**config.mk**
```make
export PLATFORM = sky130hd
export DESIGN_NAME = fifo_uart_drain_flat
export DESIGN_NICKNAME = d
export VERILOG_FILES = /design/src/rtl/fifo_uart_drain_if.sv /design/src/rtl/fifo_uart_drain.sv /design/src/flat_wrapper.sv
export SDC_FILE = /design/constraint.sdc
export NUM_CORES = 1
export LEC_CHECK = 0
export ABC_CLOCK_PERIOD_IN_PS = 4300
export BUFFER_PORTS_ARGS = -buffer_cell sky130_fd_sc_hd__clkbuf_2
export CORE_MARGIN = 2
export CORE_UTILIZATION = 45
export DETAILED_ROUTE_END_ITERATION = 16
export PLACE_DENSITY = 0.66
export SLEW_MARGIN = 20
export SYNTH_ARGS = -nofsm -noshare
export SYNTH_HDL_FRONTEND = slang
export SYNTH_SLANG_ARGS = --single-unit
```
**constraint.sdc**
```tcl
create_clock -name clock -period 4.3 [get_ports clock]
set_clock_uncertainty 0.05 [all_clocks]
set_input_delay 0.43 -clock clock [delete_from_list [all_inputs] [get_ports clock]]
set_output_delay 0.43 -clock clock [all_outputs]
set_load 0.01 [all_outputs]
```
**src/rtl/fifo_uart_drain_if.sv**
```systemverilog
// FIFO-to-drain handshake: the FIFO presents its head word and empty flag, the drain answers with a pop strobe.
interface fifo_uart_drain_if #(
  parameter int unsigned bitWidth = 32
);
  logic                fifoEmpty;
  logic [bitWidth-1:0] fifoPopData;
  logic                fifoPop;

  modport master (output fifoEmpty, output fifoPopData, input fifoPop);
  modport slave  (input fifoEmpty, input fifoPopData, output fifoPop);
endinterface

```
**src/rtl/fifo_uart_drain.sv**
```systemverilog
// Pops FIFO words and serialises them LSB byte first as 8N1 UART frames on txd.
module fifo_uart_drain #(
  parameter int unsigned bitWidth    = 32,
  parameter int unsigned baudDivisor = 868
) (
  input  logic               clock,
  input  logic               reset,
  input  logic               enable,
  fifo_uart_drain_if.slave   fifo,
  output logic               txd,
  output logic               busy
);
  localparam int unsigned NR_BYTES = bitWidth / 8;
  localparam int unsigned BYTE_W   = (NR_BYTES > 1) ? $clog2(NR_BYTES) : 1;
  localparam int unsigned BAUD_W   = $clog2(baudDivisor);
  localparam logic [BAUD_W-1:0] BAUD_LAST = BAUD_W'(baudDivisor - 1);
  localparam logic [BYTE_W-1:0] BYTE_LAST = BYTE_W'(NR_BYTES - 1);

  typedef enum logic [1:0] {IDLE, START, DATA, STOP} state_t;

  state_t              state, state_next;
  logic [bitWidth-1:0] word, word_next;
  logic [BYTE_W-1:0]   byte_cnt, byte_next;
  logic [2:0]          bit_cnt, bit_next;
  logic [BAUD_W-1:0]   baud_cnt, baud_next;
  logic                baud_end;
  logic                pop_req;
  logic                txd_next;

  assign baud_end     = (baud_cnt == BAUD_LAST);
  assign fifo.fifoPop = pop_req & ~reset;

  always_comb begin
    state_next = state;
    word_next  = word;
    byte_next  = byte_cnt;
    bit_next   = bit_cnt;
    baud_next  = baud_cnt;
    pop_req    = 1'b0;
    unique case (state)
      IDLE: begin
        if (enable && !fifo.fifoEmpty) begin
          pop_req    = 1'b1;
          word_next  = fifo.fifoPopData;
          byte_next  = '0;
          bit_next   = '0;
          baud_next  = '0;
          state_next = START;
        end
      end
      START: begin
        if (baud_end) begin
          baud_next  = '0;
          bit_next   = '0;
          state_next = DATA;
        end else begin
          baud_next = baud_cnt + 1'b1;
        end
      end
      DATA: begin
        if (baud_end) begin
          baud_next = '0;
          word_next = word >> 1;
          bit_next  = bit_cnt + 3'd1;
          if (bit_cnt == 3'd7) state_next = STOP;
        end else begin
          baud_next = baud_cnt + 1'b1;
        end
      end
      STOP: begin
        if (baud_end) begin
          baud_next = '0;
          // word has already been shifted 8 places, so the next byte sits in word[7:0]
          if (byte_cnt == BYTE_LAST) begin
            state_next = IDLE;
          end else begin
            byte_next  = byte_cnt + 1'b1;
            state_next = START;
          end
        end else begin
          baud_next = baud_cnt + 1'b1;
        end
      end
      default: state_next = IDLE;
    endcase

    // txd is registered, so it is derived from the state being entered
    unique case (state_next)
      START:   txd_next = 1'b0;
      DATA:    txd_next = word_next[0];
      default: txd_next = 1'b1;
    endcase
  end

  always_ff @(posedge clock) begin
    if (reset) begin
      state    <= IDLE;
      word     <= '0;
      byte_cnt <= '0;
      bit_cnt  <= '0;
      baud_cnt <= '0;
      txd      <= 1'b1;
      busy     <= 1'b0;
    end else begin
      state    <= state_next;
      word     <= word_next;
      byte_cnt <= byte_next;
      bit_cnt  <= bit_next;
      baud_cnt <= baud_next;
      txd      <= txd_next;
      busy     <= (state_next != IDLE);
    end
  end
endmodule
```
**src/flat_wrapper.sv**
```systemverilog
// flat-port wrapper written by rule: the top's interface ports become plain ports
module fifo_uart_drain_flat 
#(
  parameter int unsigned bitWidth    = 32,
  parameter int unsigned baudDivisor = 868
)
  (clock, reset, enable, txd, busy, fifo_fifoEmpty, fifo_fifoPopData, fifo_fifoPop);
  fifo_uart_drain_if #(.bitWidth(bitWidth)) fifo_i ();
  input  logic clock;
  input  logic reset;
  input  logic enable;
  output logic txd;
  output logic busy;
  input wire logic [$bits(fifo_i.fifoEmpty)-1:0] fifo_fifoEmpty;
  input wire logic [$bits(fifo_i.fifoPopData)-1:0] fifo_fifoPopData;
  output wire logic [$bits(fifo_i.fifoPop)-1:0] fifo_fifoPop;
  assign fifo_i.fifoEmpty = fifo_fifoEmpty;
  assign fifo_i.fifoPopData = fifo_fifoPopData;
  assign fifo_fifoPop = fifo_i.fifoPop;
  fifo_uart_drain #(.bitWidth(bitWidth), .baudDivisor(baudDivisor)) u_core (.clock(clock), .reset(reset), .enable(enable), .fifo(fifo_i), .txd(txd), .busy(busy));
endmodule
```
**Word level (Yosys, flattened, before mapping)**

Index checks and enable logic that the tools add are counted.

- Bits in registers: 51
- Input port bits: 36
- Output and inout port bits: 3
- Word-level logic and storage cells: 61

- $add $sub $neg: 3
- Equal/unequal tests: 13
- Muxes and demuxes: 24
- Bitwise gates (word level): 2
- Reduce and logical (&&, ||, !) cells: 11

Operators by type and width:

| cell | number |
|---|---|
| two-way mux 32 bit | 2 |
| case mux 32 bit (2 select lines) | 1 |
| two-way mux 10 bit | 2 |
| case mux 10 bit (2 select lines) | 1 |
| two-way mux 2 bit | 8 |
| adder 10 x 1 -> 10 bit (second input constant) | 1 |
| equality test 10 bit (second input constant) | 1 |
| two-way mux 3 bit | 3 |
| case mux 3 bit (3 select lines) | 1 |
| equality test 2 bit (second input constant) | 4 |
| != test 2 x 1 -> 1 bit (second input constant) | 4 |
| case mux 2 bit (4 select lines) | 1 |
| AND reduction 4 bit | 2 |
| nonzero test 2 bit | 3 |
| equality test 2 x 1 -> 1 bit (second input constant) | 2 |
| case mux 2 bit (2 select lines) | 1 |
| adder 3 x 1 -> 3 bit (second input constant) | 1 |
| equality test 3 bit (second input constant) | 1 |
| two-way mux 1 bit | 3 |
| AND reduction 3 bit | 1 |
| nonzero test 3 bit | 1 |
| OR reduction 3 bit | 1 |
| adder 2 x 1 -> 2 bit (second input constant) | 1 |
| zero test 2 bit | 1 |
| other kinds (6) | 6 |

**Longest topological paths before layout**

Gate-level depths: netlist (run 1).

- Word-level depth: 6
- Gate-level depth with buffers: 8
- Mapped depth without buffers: 6

**Worst setup path after synthesis (run 1)**

Ideal clock, no wire load.

- Kind: register to register
- Start point: reg u_core.baud_cnt[0]
- End point: reg u_core.txd
- Setup time: 120 ps
- Data arrival time: 1569 ps
- Data required time: 4130 ps
- Setup slack: 2562 ps
- Cell stages (with the launch flop): 8
- Buffers on the path: 1
- Period minus slack after synthesis: 1738 ps
- Path through: dfxtp_1 > ha_1 > nor3b_2 > and4_1 > buf_2 > a22o_1 > nor4b_4 > o21bai_2

- Longest elaborated chain between the ends: 5
- Elaborated cells on any way between the ends: 10
- Those cells by class: 3 x eq/ne; 7 x mux

RTL lines:

| item | line | text |
|---|---|---|
| start, declared | fifo_uart_drain.sv:25 | `logic [BAUD_W-1:0] baud_cnt, baud_next;` |
| start signal, assigned | fifo_uart_drain.sv:109 | `baud_cnt <= baud_next;` |
| equality test 10 bit (*) | fifo_uart_drain.sv:30 | `assign baud_end = (baud_cnt == BAUD_LAST);` |
| two-way mux 2 bit, on equally long branches | fifo_uart_drain.sv:71, fifo_uart_drain.sv:52, fifo_uart_drain.sv:61 |  |
| case mux 2 bit (4 select lines) | fifo_uart_drain.sv:40 | `unique case (state)` |
| equality test 2 bit / equality test 2 x 1 -> 1 bit (equally long branches) | fifo_uart_drain.sv:88 | `unique case (state_next)` |
| case mux 1 bit (2 select lines) (*) | fifo_uart_drain.sv:88 |  |
| end signal, assigned | fifo_uart_drain.sv:110 | `txd <= txd_next;` |
| end, declared | fifo_uart_drain.sv:10 | `output logic txd,` |

Mark *: on every way between the ends. The rest lies on a longest branch, timed or not. The select of a mux whose other input is x is not followed.
A chain may end at the register's enable or synchronous reset.

**Final worst setup path (run 1)**

- Start point: in reset
- End point: out fifo_fifoPop

- Longest elaborated chain between the ends: 2

RTL lines:

| item | line | text |
|---|---|---|
| start, declared | flat_wrapper.sv:10 | `input logic reset;` |
| NOT 1 bit | fifo_uart_drain.sv:31 | `assign fifo.fifoPop = pop_req & ~reset;` |
| bitwise AND 1 bit | fifo_uart_drain.sv:31 |  |
| end, declared | flat_wrapper.sv:16 | `output wire logic [$bits(fifo_i.fifoPop)-1:0] fifo_fifoPop;` |

Every way passes these cells.

==> results of run 1 <==
==> critical path, cell delays in order <==
cell and delay, ps:
sky130_fd_sc_hd__clkbuf_2 550, sky130_fd_sc_hd__nor4_1 520, sky130_fd_sc_hd__clkbuf_2 210
==> power by group <==
group,leakage (nW),total [mW],switching (mW),internal [mW]
clock,0.0485,0.272,0.156,0.117
combinational,0.513,0.0820,0.0465,0.0355
sequential,0.415,0.498,0.00963,0.489
==> state kept, by name, summed over array words and instances (netlist names) <==
register         cells
u_core.txd           1
u_core.busy          1
u_core.state         2
u_core.byte_cnt      2
u_core.word         32
u_core.baud_cnt     10
u_core.bit_cnt       3
==> per-stage QoR <==
step / total power [mW] / area (um^2) / utilization, %
floorplan: 0.563 / 2260 / -
global placement: 0.591 / 2450 / 51.2
detailed placement: 0.591 / 2450 / 51.2
CTS: 0.867 / 2540 / 53.1
global route: 0.895 / 2550 / 53.2
finish: 0.853 / 2550 / 53.2
==> layer usage <==
| layer | global-route usage, % | vias to the layer above | wire, um |
|---|---|---|---|
| met3 | 3.75 | 4 | 226 |
| met2 | 26.6 | 45 | 2050 |
| met5 | 0 | - | 0 |
| met4 | 4.17 | 0 | 33 |
| li1 | - | 978 | - |
| met1 | 22.4 | 890 | 2150 |
==> Yosys cell counts (all sizes together) <==
master   n
dfxtp   51
a21oi   39
nand2   38
a22oi   32
nor2    17
buf     12
clkbuf   9
a311oi   6
and3     5
ha       4
mux2i    4
nor3     4
and2     3
nand4    3
nor3b    3
a41oi    2
nor2b    2
o211a    2
or3      2
xor2     2
a21boi   1
a221o    1
a22o     1
and4     1
and4bb   1
inv      1
nand2b   1
nand3    1
nand3b   1
nor4     1
nor4b    1
o21ai    1
o21bai   1
o22ai    1
==> layout by cell type, fill, tap and decap left out, drive strengths merged <==
master / Yosys / layout
dfxtp: 51 / 51
clkbuf: 9 / 43
a21oi: 39 / 39
nand2: 38 / 38
a22oi: 32 / 32
nor2: 17 / 17
a311oi: 6 / 6
and3: 5 / 5
mux2i: 4 / 4
ha: 4 / 4
nor3: 4 / 4
and2: 3 / 3
nand4: 3 / 3
nor3b: 3 / 3
nor2b: 2 / 2
xor2: 2 / 2
or3: 2 / 2
o211a: 2 / 2
a41oi: 2 / 2
buf: 12 / 2
inv: 1 / 2
clkinv: 0 / 2
nand2b: 1 / 1
nor4: 1 / 1
and4bb: 1 / 1
a21boi: 1 / 1
a221o: 1 / 1
and4: 1 / 1
a22o: 1 / 1
nor4b: 1 / 1
o21bai: 1 / 1
o22ai: 1 / 1
nand3b: 1 / 1
nand3: 1 / 1
o21ai: 1 / 1
==> final timing paths <==
path,depth (start not counted),endpoint
max reg2reg,7,u_core.word[5]
max,3,fifo_fifoPop
min,3,u_core.word[31]
min reg2reg,2,u_core.word[14]
==> kinds of logic (layout without fill, tap and decap cells) <==
| logic type | after synthesis | in the layout | synth area share [%] |
|---|---|---|---|
| compound gates | 87 | 87 | 25.4 |
| fa+ha+maj | 4 | 4 | 2.21 |
| mux | 4 | 4 | 1.77 |
| flops | 51 | 51 | 45.1 |
| buf+inv | 22 | 49 | 4.70 |
| simple gates | 84 | 84 | 20.0 |
| xor+xnor | 2 | 2 | 0.774 |
==> cell type report <==
cell class                      count  area (um^2)
Tap cell                           67         83.8
Timing Repair Buffer               40          205
Inverter                            1         3.75
Fill cell                         464         2240
Sequential cell                    51         1020
Clock buffer                        5         68.8
Clock inverter                      3         22.5
Multi-Input combinational cell    181         1140
==> reports/summary.json, run 1 <==
{
  "status": "completed",
  "detailedPlace.worstSlack_ps": 1730,
  "first_global_vias": 1678,
  "timing.reg2reg.setup_slack_ps": 2110,
  "final_report_max_slew_violation_count": 0,
  "hold_slack_ps": 319,
  "finalHoldViolations": 0,
  "overflow": 0,
  "start_kind": "input port",
  "core.rowCount": 25,
  "synth_warnings": 0,
  "hold_start": "fifo_fifoPopData[31]",
  "power_density_nw_per_um2": 335,
  "floorplan.die_area_um2": 5610,
  "ctsHoldBuffers": 0,
  "synth_nets": 294,
  "tightestPinTransition_ps": 1040,
  "critical_path.max_fanout": 52,
  "worst_slew_margin_rel_pct": 30.5,
  "leakagePower_nw": 0.976,
  "postSynthAreaPerCell_um2": 8.91,
  "setup_viol_count_final": 0,
  "dr.pass1.iters": 4,
  "number_of_standard_cells_in_the_layout_taps_in_and_fillers_out": 348,
  "setup_tns_ps": 0,
  "drt-wirelength-per-cell_um": 12.8,
  "critical_path.reg2reg.startpoint": "u_core.baud_cnt[0]",
  "maxCapViolations": 0,
  "final_period_minus_worst_setup_slack_ps": 2200,
  "synthCells": 254,
  "gp_congestion": 0.830,
  "vias": 1917,
  "yosys.area.top_type_share_pct": 45.1,
  "cts_tree": "built",
  "global_route.usage.total_pct": 16.5,
  "place_hpwl_um": 2840,
  "synth.yosys.seq_area_share_pct": 45.1,
  "postLayoutSetupSlackWorst_ps": 2100,
  "cts.repair.resized": 0,
  "clockBufferDepth": 2,
  "ctsHtreeMaxLevel": 2,
  "detail-route-antenna-nets": 0,
  "netlist-cell-type-count": 43,
  "later_pin_clock_latency_in_the_skew_report_ps": 300,
  "grt_antenna_before_repair": 0,
  "worstSetupStartpoint": "reset",
  "grt_pass1_wl_um": 7310,
  "floorplan.initialDensity_pct": 47.3,
  "count_of_nets_after_finishing": 320,
  "io_pins": 39,
  "diodes": 0,
  "core_area_um2": 4790,
  "path_clk_slew_ps": 90,
  "placed_cells_incl_taps": 340,
  "synth_largest_area_cell": "sky130_fd_sc_hd__dfxtp_1",
  "synth_area_um2": 2260,
  "cts_post_setup_buffers_inserted": 0,
  "dieWidth_um": 74.9,
  "ctsRootBufferMaster": "sky130_fd_sc_hd__clkbuf_8",
  "tritoncts_num_sinks": 51,
  "areaGrowthSynthToFinish_pct": 12.6,
  "tritoncts.num_buffers": 5,
  "fraction_of_final_layout_cells_sized_beyond_drive_strength_1_pct": 20.6,
  "ys_top_cells_by_area": "sky130_fd_sc_hd__dfxtp_1, sky130_fd_sc_hd__a22oi_1, sky130_fd_sc_hd__a21oi_1",
  "critPathRequiredTime_ps": 3820,
  "fmax_mhz": 454,
  "worst-endpoint-arrival_ps": 1720,
  "end_kind": "output port",
  "timing.setup.critical_path_class": "input port to output port",
  "synth-seq-cells": 51,
  "chipHeight_um": 74.9,
  "vias_per_cell": 5.51,
  "place.port_buffers": 38,
  "grt_setup_unrepaired": "no",
  "final_worst_path_cycle_share_pct": 51.2,
  "dr.first_iter.drc_count": 174,
  "route.final.wire_length_um": 4450,
  "vdd.ir_drop.worst_mv": 0.217,
  "timing.hold.worst.class": "input port to flop",
  "grt_start_max_net_pins": 53,
  "drcViolationCount": 0
}
No activity file was read; power rests on OpenSTA's default activity.
==> inputs of run 2 (changes only) <==
--- a/config.mk
+++ b/config.mk
@@ -5,12 +5,12 @@
 export SDC_FILE = /design/constraint.sdc
 export NUM_CORES = 1
 export LEC_CHECK = 0
-export ABC_CLOCK_PERIOD_IN_PS = 4300
+export ABC_CLOCK_PERIOD_IN_PS = 1800
 export BUFFER_PORTS_ARGS = -buffer_cell sky130_fd_sc_hd__clkbuf_2
 export CORE_MARGIN = 2
 export CORE_UTILIZATION = 45
 export DETAILED_ROUTE_END_ITERATION = 16
-export PLACE_DENSITY = 0.66
+export PLACE_DENSITY = 0.69
 export SLEW_MARGIN = 20
 export SYNTH_ARGS = -nofsm -noshare
 export SYNTH_HDL_FRONTEND = slang
==> constraint.sdc (replaced) <==
create_clock -name clock -period 1.8 [get_ports clock]
set_clock_uncertainty 0.05 [all_clocks]
set_input_delay 0.18 -clock clock [delete_from_list [all_inputs] [get_ports clock]]
set_output_delay 0.18 -clock clock [all_outputs]
set_load 0.01 [all_outputs]
==> run 2 against run 1 <==
Die area did not move. Clock-buffer cell count increased by 1. Utilization rose by 4.2 points. Non-clock buffer count rose by 16. Worst setup slack got worse by 2000 ps.
==> reports/summary.json, run 2 (synthesis gave the netlist of run 1 again) <==
{
  "commonest_cells_after_routing_fill_and_taps_aside": "sky130_fd_sc_hd__dfxtp_1, sky130_fd_sc_hd__a21oi_1, sky130_fd_sc_hd__nand2_1, sky130_fd_sc_hd__clkbuf_2, sky130_fd_sc_hd__a22oi_1",
  "postLayoutSetupSlackWorst_ps": 87.0,
  "place.port_buffers": 38,
  "dieWidth_um": 74.9,
  "crit_slowest_cell": "sky130_fd_sc_hd__dfxtp_2",
  "drt-wirelength-per-cell_um": 13.6,
  "overflow": 0,
  "first_global_vias": 1823,
  "drcViolationCount": 0,
  "setup_viol_count_final": 0,
  "grt_start_max_net_pins": 34,
  "count_of_nets_after_finishing": 336,
  "layout.cell_area.non_filler_um2": 2750,
  "final_period_minus_worst_setup_slack_ps": 1710,
  "end_kind": "flop",
  "critPathRequiredTime_ps": 1960,
  "power_density_nw_per_um2": 823,
  "fraction_of_final_layout_cells_sized_beyond_drive_strength_1_pct": 26.6,
  "dr.first_iter.drc_count": 132,
  "hold_path_depth": 3,
  "max_stage_delay_ps": 350,
  "diodes": 0,
  "mostFrequentLayoutCell": "sky130_fd_sc_hd__dfxtp_1",
  "tightestPinTransition_ps": 415,
  "vias": 1977,
  "ctsRootBufferMaster": "sky130_fd_sc_hd__clkbuf_8",
  "leakagePower_nw": 1.07,
  "floorplan.initialDensity_pct": 47.3,
  "vdd.ir_drop.worst_mv": 0.581,
  "clockBufferDepth": 2,
  "tritoncts.num_buffers": 5,
  "timing.setup.critical_path_class": "flop to flop",
  "ctsHtreeMaxLevel": 2,
  "final_worst_path_cycle_share_pct": 95.2,
  "p_sw_share_pct": 23.6,
  "tritoncts_num_sinks": 51,
  "dr.pass1.iters": 4,
  "sequential_fraction_of_design_power_pct": 52.6,
  "place_hpwl_um": 3360,
  "timing.reg2reg.setup_slack_ps": 90,
  "core_area_um2": 4790,
  "critical_path.reg2reg.startpoint": "u_core.baud_cnt[1]",
  "p_clk_share_pct": 37.7,
  "timing.critical_path.max_delay_family": "simple AND/OR/NAND/NOR gates",
  "internal-power_mw": 1.73,
  "maxCapViolations": 0,
  "final_report_max_slew_violation_count": 0,
  "ctsHoldBuffers": 0,
  "floorplan.die_area_um2": 5610,
  "areaGrowthSynthToFinish_pct": 21.5,
  "largest-register": "u_core.word",
  "r2r.worst_path.cells": 6,
  "path_clk_slew_ps": 90,
  "chipHeight_um": 74.9,
  "status": "completed",
  "worst-endpoint-arrival_ps": 1870,
  "start_kind": "flop",
  "detailedPlace.worstSlack_ps": 26.8,
  "worst_slew_margin_rel_pct": 72.2,
  "top_regs": "u_core.word (32), u_core.baud_cnt (10), u_core.bit_cnt (3)",
  "io_pins": 39,
  "later_pin_clock_latency_in_the_skew_report_ps": 310,
  "route.final.wire_length_um": 4940,
  "critical_path.reg2reg.endpoint": "u_core.txd",
  "grt_setup_unrepaired": "yes",
  "global_route.usage.total_pct": 18.8,
  "grt_antenna_before_repair": 0,
  "critical_path.max_fanout": 5,
  "postPlaceCellArea_um2": 2590,
  "finalHoldViolations": 0,
  "power_switching_mw": 0.534,
  "timing.hold.worst.class": "input port to flop",
  "gp_congestion": 0.820,
  "count_of_buffering_cells_on_the_critical_path_with_inverters_included": 0,
  "cts_tree": "built",
  "pwr-share-comb_pct": 9.8,
  "fmax_mhz": 584,
  "largest_register_ff_count": 32,
  "detail-route-antenna-nets": 0,
  "min_delay_worst_endpoint": "u_core.word[31]",
  "core.rowCount": 25,
  "grt_pass1_wl_um": 8120,
  "vias_per_cell": 5.43,
  "worstPathCellList": "ha_4 > nor3b_4 > and4_2 > a22o_1 > nor4b_4 > o21bai_2",
  "hold_start": "fifo_fifoPopData[31]"
}
==> run 2: changes by cell type in the layout (fill, tap and decap cells not counted), moves of 2 or more <==
cell,previous run,this run
sky130_fd_sc_hd__dfxtp_1,51,49
sky130_fd_sc_hd__buf_4,2,16
sky130_fd_sc_hd__buf_12,0,2
sky130_fd_sc_hd__dfxtp_2,0,2
==> run 2: final cells by class <==
cell class	instances	area, um^2
timing repair buffer	56	350
clock inverter	2	38.8
inverter	1	3.75
clock buffer	6	82.6
multi-input combinational	181	1160
sequential	51	1020
tap	67	83.8
fill	453	2040
==> run 2: tightest hold or removal path: stages <==
cell                       delay (ps)
sky130_fd_sc_hd__clkbuf_2          80
sky130_fd_sc_hd__a21oi_1           50
sky130_fd_sc_hd__nor2_1            70
==> run 2: how the worst max path moves through the flow <==
stage               cells past startpoint              end  slack (ps)          startpoint
finish                                  6       u_core.txd          90  u_core.baud_cnt[1]
global route                            6       u_core.txd         -20  u_core.baud_cnt[1]
CTS                                     6       u_core.txd           2  u_core.baud_cnt[1]
detailed placement                      6       u_core.txd          30  u_core.baud_cnt[1]
global placement                        7  u_core.word[31]          80  u_core.baud_cnt[1]
floorplan                               7       u_core.txd          60  u_core.baud_cnt[0]
==> run 2: metrics by stage <==
stage	std cells	total power [mW]	utilization [%]	hold WS [ps]	TNS [ps]
2_1_floorplan	254	1.35	-	271	0
3_3_place_gp	355	1.43	54.1	371	0
3_5_place_dp	355	1.43	54.1	374	0
4_1_cts	363	2.28	56.6	46.4	0
5_1_grt	364	2.35	57.4	86.6	-24.5
6_report	364	2.26	57.4	59.5	0
==> run 2: what timing repair did <==
action	CTS	global route
buffers inserted	0	1
resized for setup	0	7
setup endpoints to repair	0	37
==> run 2: layer usage <==
| metal | track usage [%] | vias up | part of all wire [%] |
|---|---|---|---|
| met5 | 0 | - | 0 |
| met3 | 4.69 | 5 | 5.4 |
| met4 | 7.14 | 0 | 1.2 |
| met1 | 25.0 | 913 | 47 |
| met2 | 29.7 | 49 | 47 |
| li1 | - | 1010 | - |
==> run 2: power by group through the flow <==
stage	clock (mW)	sequential (mW)	combinational [mW]
after floorplan	0	1.21	0.136
after global placement	0	1.21	0.218
after detailed placement	0	1.21	0.221
after CTS	0.875	1.19	0.221
after global routing	0.912	1.19	0.247
final	0.852	1.19	0.221
==> inputs of run 3 (changes only) <==
--- a/config.mk
+++ b/config.mk
@@ -5,6 +5,7 @@
 export SDC_FILE = /design/constraint.sdc
 export NUM_CORES = 1
 export LEC_CHECK = 0
+export ABC_AREA = 1
 export ABC_CLOCK_PERIOD_IN_PS = 1800
 export BUFFER_PORTS_ARGS = -buffer_cell sky130_fd_sc_hd__clkbuf_2
 export CORE_MARGIN = 2
==> run 3 against run 2 <==
Worst hold slack worse by 13 ps. First-iteration DRC count is 43% lower. Flip-flop and latch count stayed put. Critical endpoint is now u_core.word[9].
==> reports/summary.json, run 3 <==
{
  "status": "completed",
  "yosys.area.top_type_share_pct": 43.2,
  "final_report_max_slew_violation_count": 0,
  "grt_setup_unrepaired": "yes",
  "first_global_vias": 2127,
  "synth-seq-cells": 51,
  "setup_viol_count_final": 0,
  "detailedPlace.worstSlack_ps": 134,
  "detail-route-antenna-nets": 0,
  "tritoncts_num_sinks": 51,
  "dieWidth_um": 76.5,
  "critical_path.max_fanout": 30,
  "grt_pass1_wl_um": 9170,
  "vias": 2218,
  "grt_antenna_before_repair": 0,
  "final_worst_path_cycle_share_pct": 92.1,
  "place.port_buffers": 38,
  "diodes": 0,
  "gr-usage-met3_pct": 3.08,
  "overflow": 0,
  "leakagePower_nw": 1.09,
  "dr.pass1.iters": 4,
  "min_delay_worst_endpoint": "u_core.word[30]",
  "power_density_nw_per_um2": 781,
  "timing.setup.critical_path_class": "flop to flop",
  "largest_register_ff_count": 32,
  "vdd.ir_drop.worst_mv": 0.416,
  "ctsHtreeMaxLevel": 2,
  "critPathRequiredTime_ps": 1920,
  "yosys_most_used_dff": "sky130_fd_sc_hd__dfxtp_1",
  "later_pin_clock_latency_in_the_skew_report_ps": 300,
  "fmax_mhz": 603,
  "netlist-cell-type-count": 28,
  "floorplan.die_area_um2": 5850,
  "global_route.usage.total_pct": 18.7,
  "tritoncts.num_buffers": 5,
  "core.rowCount": 26,
  "gp_congestion": 0.895,
  "timing.hold.worst.class": "input port to flop",
  "synth_largest_area_cell": "sky130_fd_sc_hd__dfxtp_1",
  "postSynthAreaPerCell_um2": 7.34,
  "vias_per_cell": 5.18,
  "grt_start_max_net_pins": 34,
  "grt_busiest_layer": "met2",
  "cts_post_setup_buffers_inserted": 0,
  "critical_path.reg2reg.startpoint": "u_core.baud_cnt[0]",
  "final_period_minus_worst_setup_slack_ps": 1660,
  "postLayoutSetupSlackWorst_ps": 142,
  "synth_warnings": 0,
  "tightestPinTransition_ps": 338,
  "synthCells": 322,
  "end_kind": "flop",
  "worst-endpoint-arrival_ps": 1780,
  "floorplan.initialDensity_pct": 46.6,
  "ctsHoldBuffers": 0,
  "synth_top_cells_by_count": "sky130_fd_sc_hd__nand2_1, sky130_fd_sc_hd__dfxtp_1, sky130_fd_sc_hd__nand3_1",
  "critical_path.reg2reg.endpoint": "u_core.word[9]",
  "core_area_um2": 5070,
  "drt-wirelength-per-cell_um": 11.9,
  "synth.yosys.seq_area_share_pct": 43.2,
  "synth_nets": 362,
  "path_clk_slew_ps": 90,
  "clockBufferDepth": 2,
  "hold_start": "fifo_fifoPopData[30]",
  "start_kind": "flop",
  "asyncSetResetFlopFracSynth_pct": 0,
  "timing.reg2reg.setup_slack_ps": 140,
  "areaGrowthSynthToFinish_pct": 15.4,
  "top_regs": "u_core.word (32), u_core.baud_cnt (10), u_core.bit_cnt (3)",
  "hold_path_depth": 3,
  "report.power.total_mw": 2.13,
  "worst_slew_margin_rel_pct": 77.5,
  "route.final.wire_length_um": 5080,
  "gr-usage-met1_pct": 24.6,
  "synth_most_common_cell": "sky130_fd_sc_hd__nand2_1",
  "r2r.worst_path.cells": 9,
  "synth_area_um2": 2360,
  "ctsRootBufferMaster": "sky130_fd_sc_hd__clkbuf_8",
  "count_of_nets_after_finishing": 397,
  "dr.first_iter.drc_count": 75,
  "cts_tree": "built",
  "largest-register": "u_core.word",
  "chipHeight_um": 76.5,
  "maxCapViolations": 0,
  "synth-edff-count": 0,
  "drcViolationCount": 0,
  "finalHoldViolations": 0,
  "commonest_cells_after_routing_fill_and_taps_aside": "sky130_fd_sc_hd__nand2_1, sky130_fd_sc_hd__dfxtp_1, sky130_fd_sc_hd__nand3_1, sky130_fd_sc_hd__clkbuf_2, sky130_fd_sc_hd__a31oi_1",
  "place_hpwl_um": 3600,
  "grtUsageMet2_pct": 31.9,
  "io_pins": 39,
  "ys_top_cells_by_area": "sky130_fd_sc_hd__dfxtp_1, sky130_fd_sc_hd__nand2_1, sky130_fd_sc_hd__nand3_1",
  "mostFrequentLayoutCell": "sky130_fd_sc_hd__nand2_1",
  "fraction_of_final_layout_cells_sized_beyond_drive_strength_1_pct": 20.4
}
run 3: changes by cell type in the layout (fill, tap and decap cells not counted), moves of 4 or more:
cell	previous run	this run
sky130_fd_sc_hd__nand2_1	38	92
sky130_fd_sc_hd__a22oi_1	32	1
sky130_fd_sc_hd__nand3_1	1	42
sky130_fd_sc_hd__a311oi_1	6	0
sky130_fd_sc_hd__o21ai_0	1	12
sky130_fd_sc_hd__inv_2	0	6
sky130_fd_sc_hd__a21oi_1	39	16
sky130_fd_sc_hd__buf_4	16	6
sky130_fd_sc_hd__mux2i_1	4	0
sky130_fd_sc_hd__inv_1	1	12
sky130_fd_sc_hd__a31oi_1	0	29
run 3: cells by family after synthesis:
logic type               after synthesis  share of synthesized area (%)
AND/OR/NAND/NOR                      171                           32.8
XOR/XNOR                               1                          0.371
adder cells (fa/ha/maj)                4                           2.12
flip-flops                            51                           43.2
buffers and inverters                 35                           6.83
AO/OA/AOI/OAI                         60                           14.7
run 3: what timing repair did:
action	in CTS	in global routing
setup endpoints to repair	1	3
resized for setup	1	3
hold endpoints to repair	0	0
run 3: cell type report:
cell class | count | area, um^2
fillers | 520 | 2350
multi-input cells | 236 | 1200
flip-flops and latches | 51 | 1020
repair buffers | 45 | 255
clock buffers | 8 | 100
well taps | 70 | 87.6
inverters | 18 | 67.6
run 3: routing by layer:
metal  wire [um]  up-vias
li1            -     1155
met5           0        -
met2        2320       40
met4          54        0
met1        2480     1016
met3         229        7
run 3: worst max-delay path by stage:
stage,endpoint,depth (start not counted),slack (ps),startpoint
global placement,u_core.baud_cnt[5],8,160,u_core.baud_cnt[0]
detailed placement,u_core.baud_cnt[5],8,130,u_core.baud_cnt[0]
finish,u_core.word[9],9,140,u_core.baud_cnt[0]
CTS,fifo_fifoPop,4,90,u_core.state[0]
global route,u_core.word[25],9,-7,u_core.baud_cnt[0]
floorplan,u_core.baud_cnt[5],8,320,u_core.baud_cnt[0]
run 3: through the flow:
step | util (%) | cell area, um^2 | std cells | hold slack [ps] | setup TNS, ps
after floorplan | - | 2360 | 322 | 243 | 0
after global placement | 51.5 | 2610 | 420 | 355 | 0
after detailed placement | 51.5 | 2610 | 420 | 362 | 0
after CTS | 53.6 | 2720 | 428 | 38.5 | 0
after global routing | 53.7 | 2730 | 428 | 46.4 | -6.60
final | 53.7 | 2730 | 428 | 46.3 | 0
run 3: power breakdown:
part / leakage [nW] / internal (mW) / switching, mW
Combinational: 0.628 / 0.0909 / 0.132
Sequential: 0.415 / 1.17 / 0.0253
Clock: 0.0515 / 0.351 / 0.359
run 3: critical path: stages (launching register included):
cell and delay (ps):
sky130_fd_sc_hd__dfxtp_1 380, sky130_fd_sc_hd__ha_1 190, sky130_fd_sc_hd__nand2_1 90, sky130_fd_sc_hd__nor2_4 170
sky130_fd_sc_hd__nand4_2 140, sky130_fd_sc_hd__nand2_1 100, sky130_fd_sc_hd__inv_1 70, sky130_fd_sc_hd__buf_12 160
sky130_fd_sc_hd__nand2_1 60, sky130_fd_sc_hd__a31oi_1 90
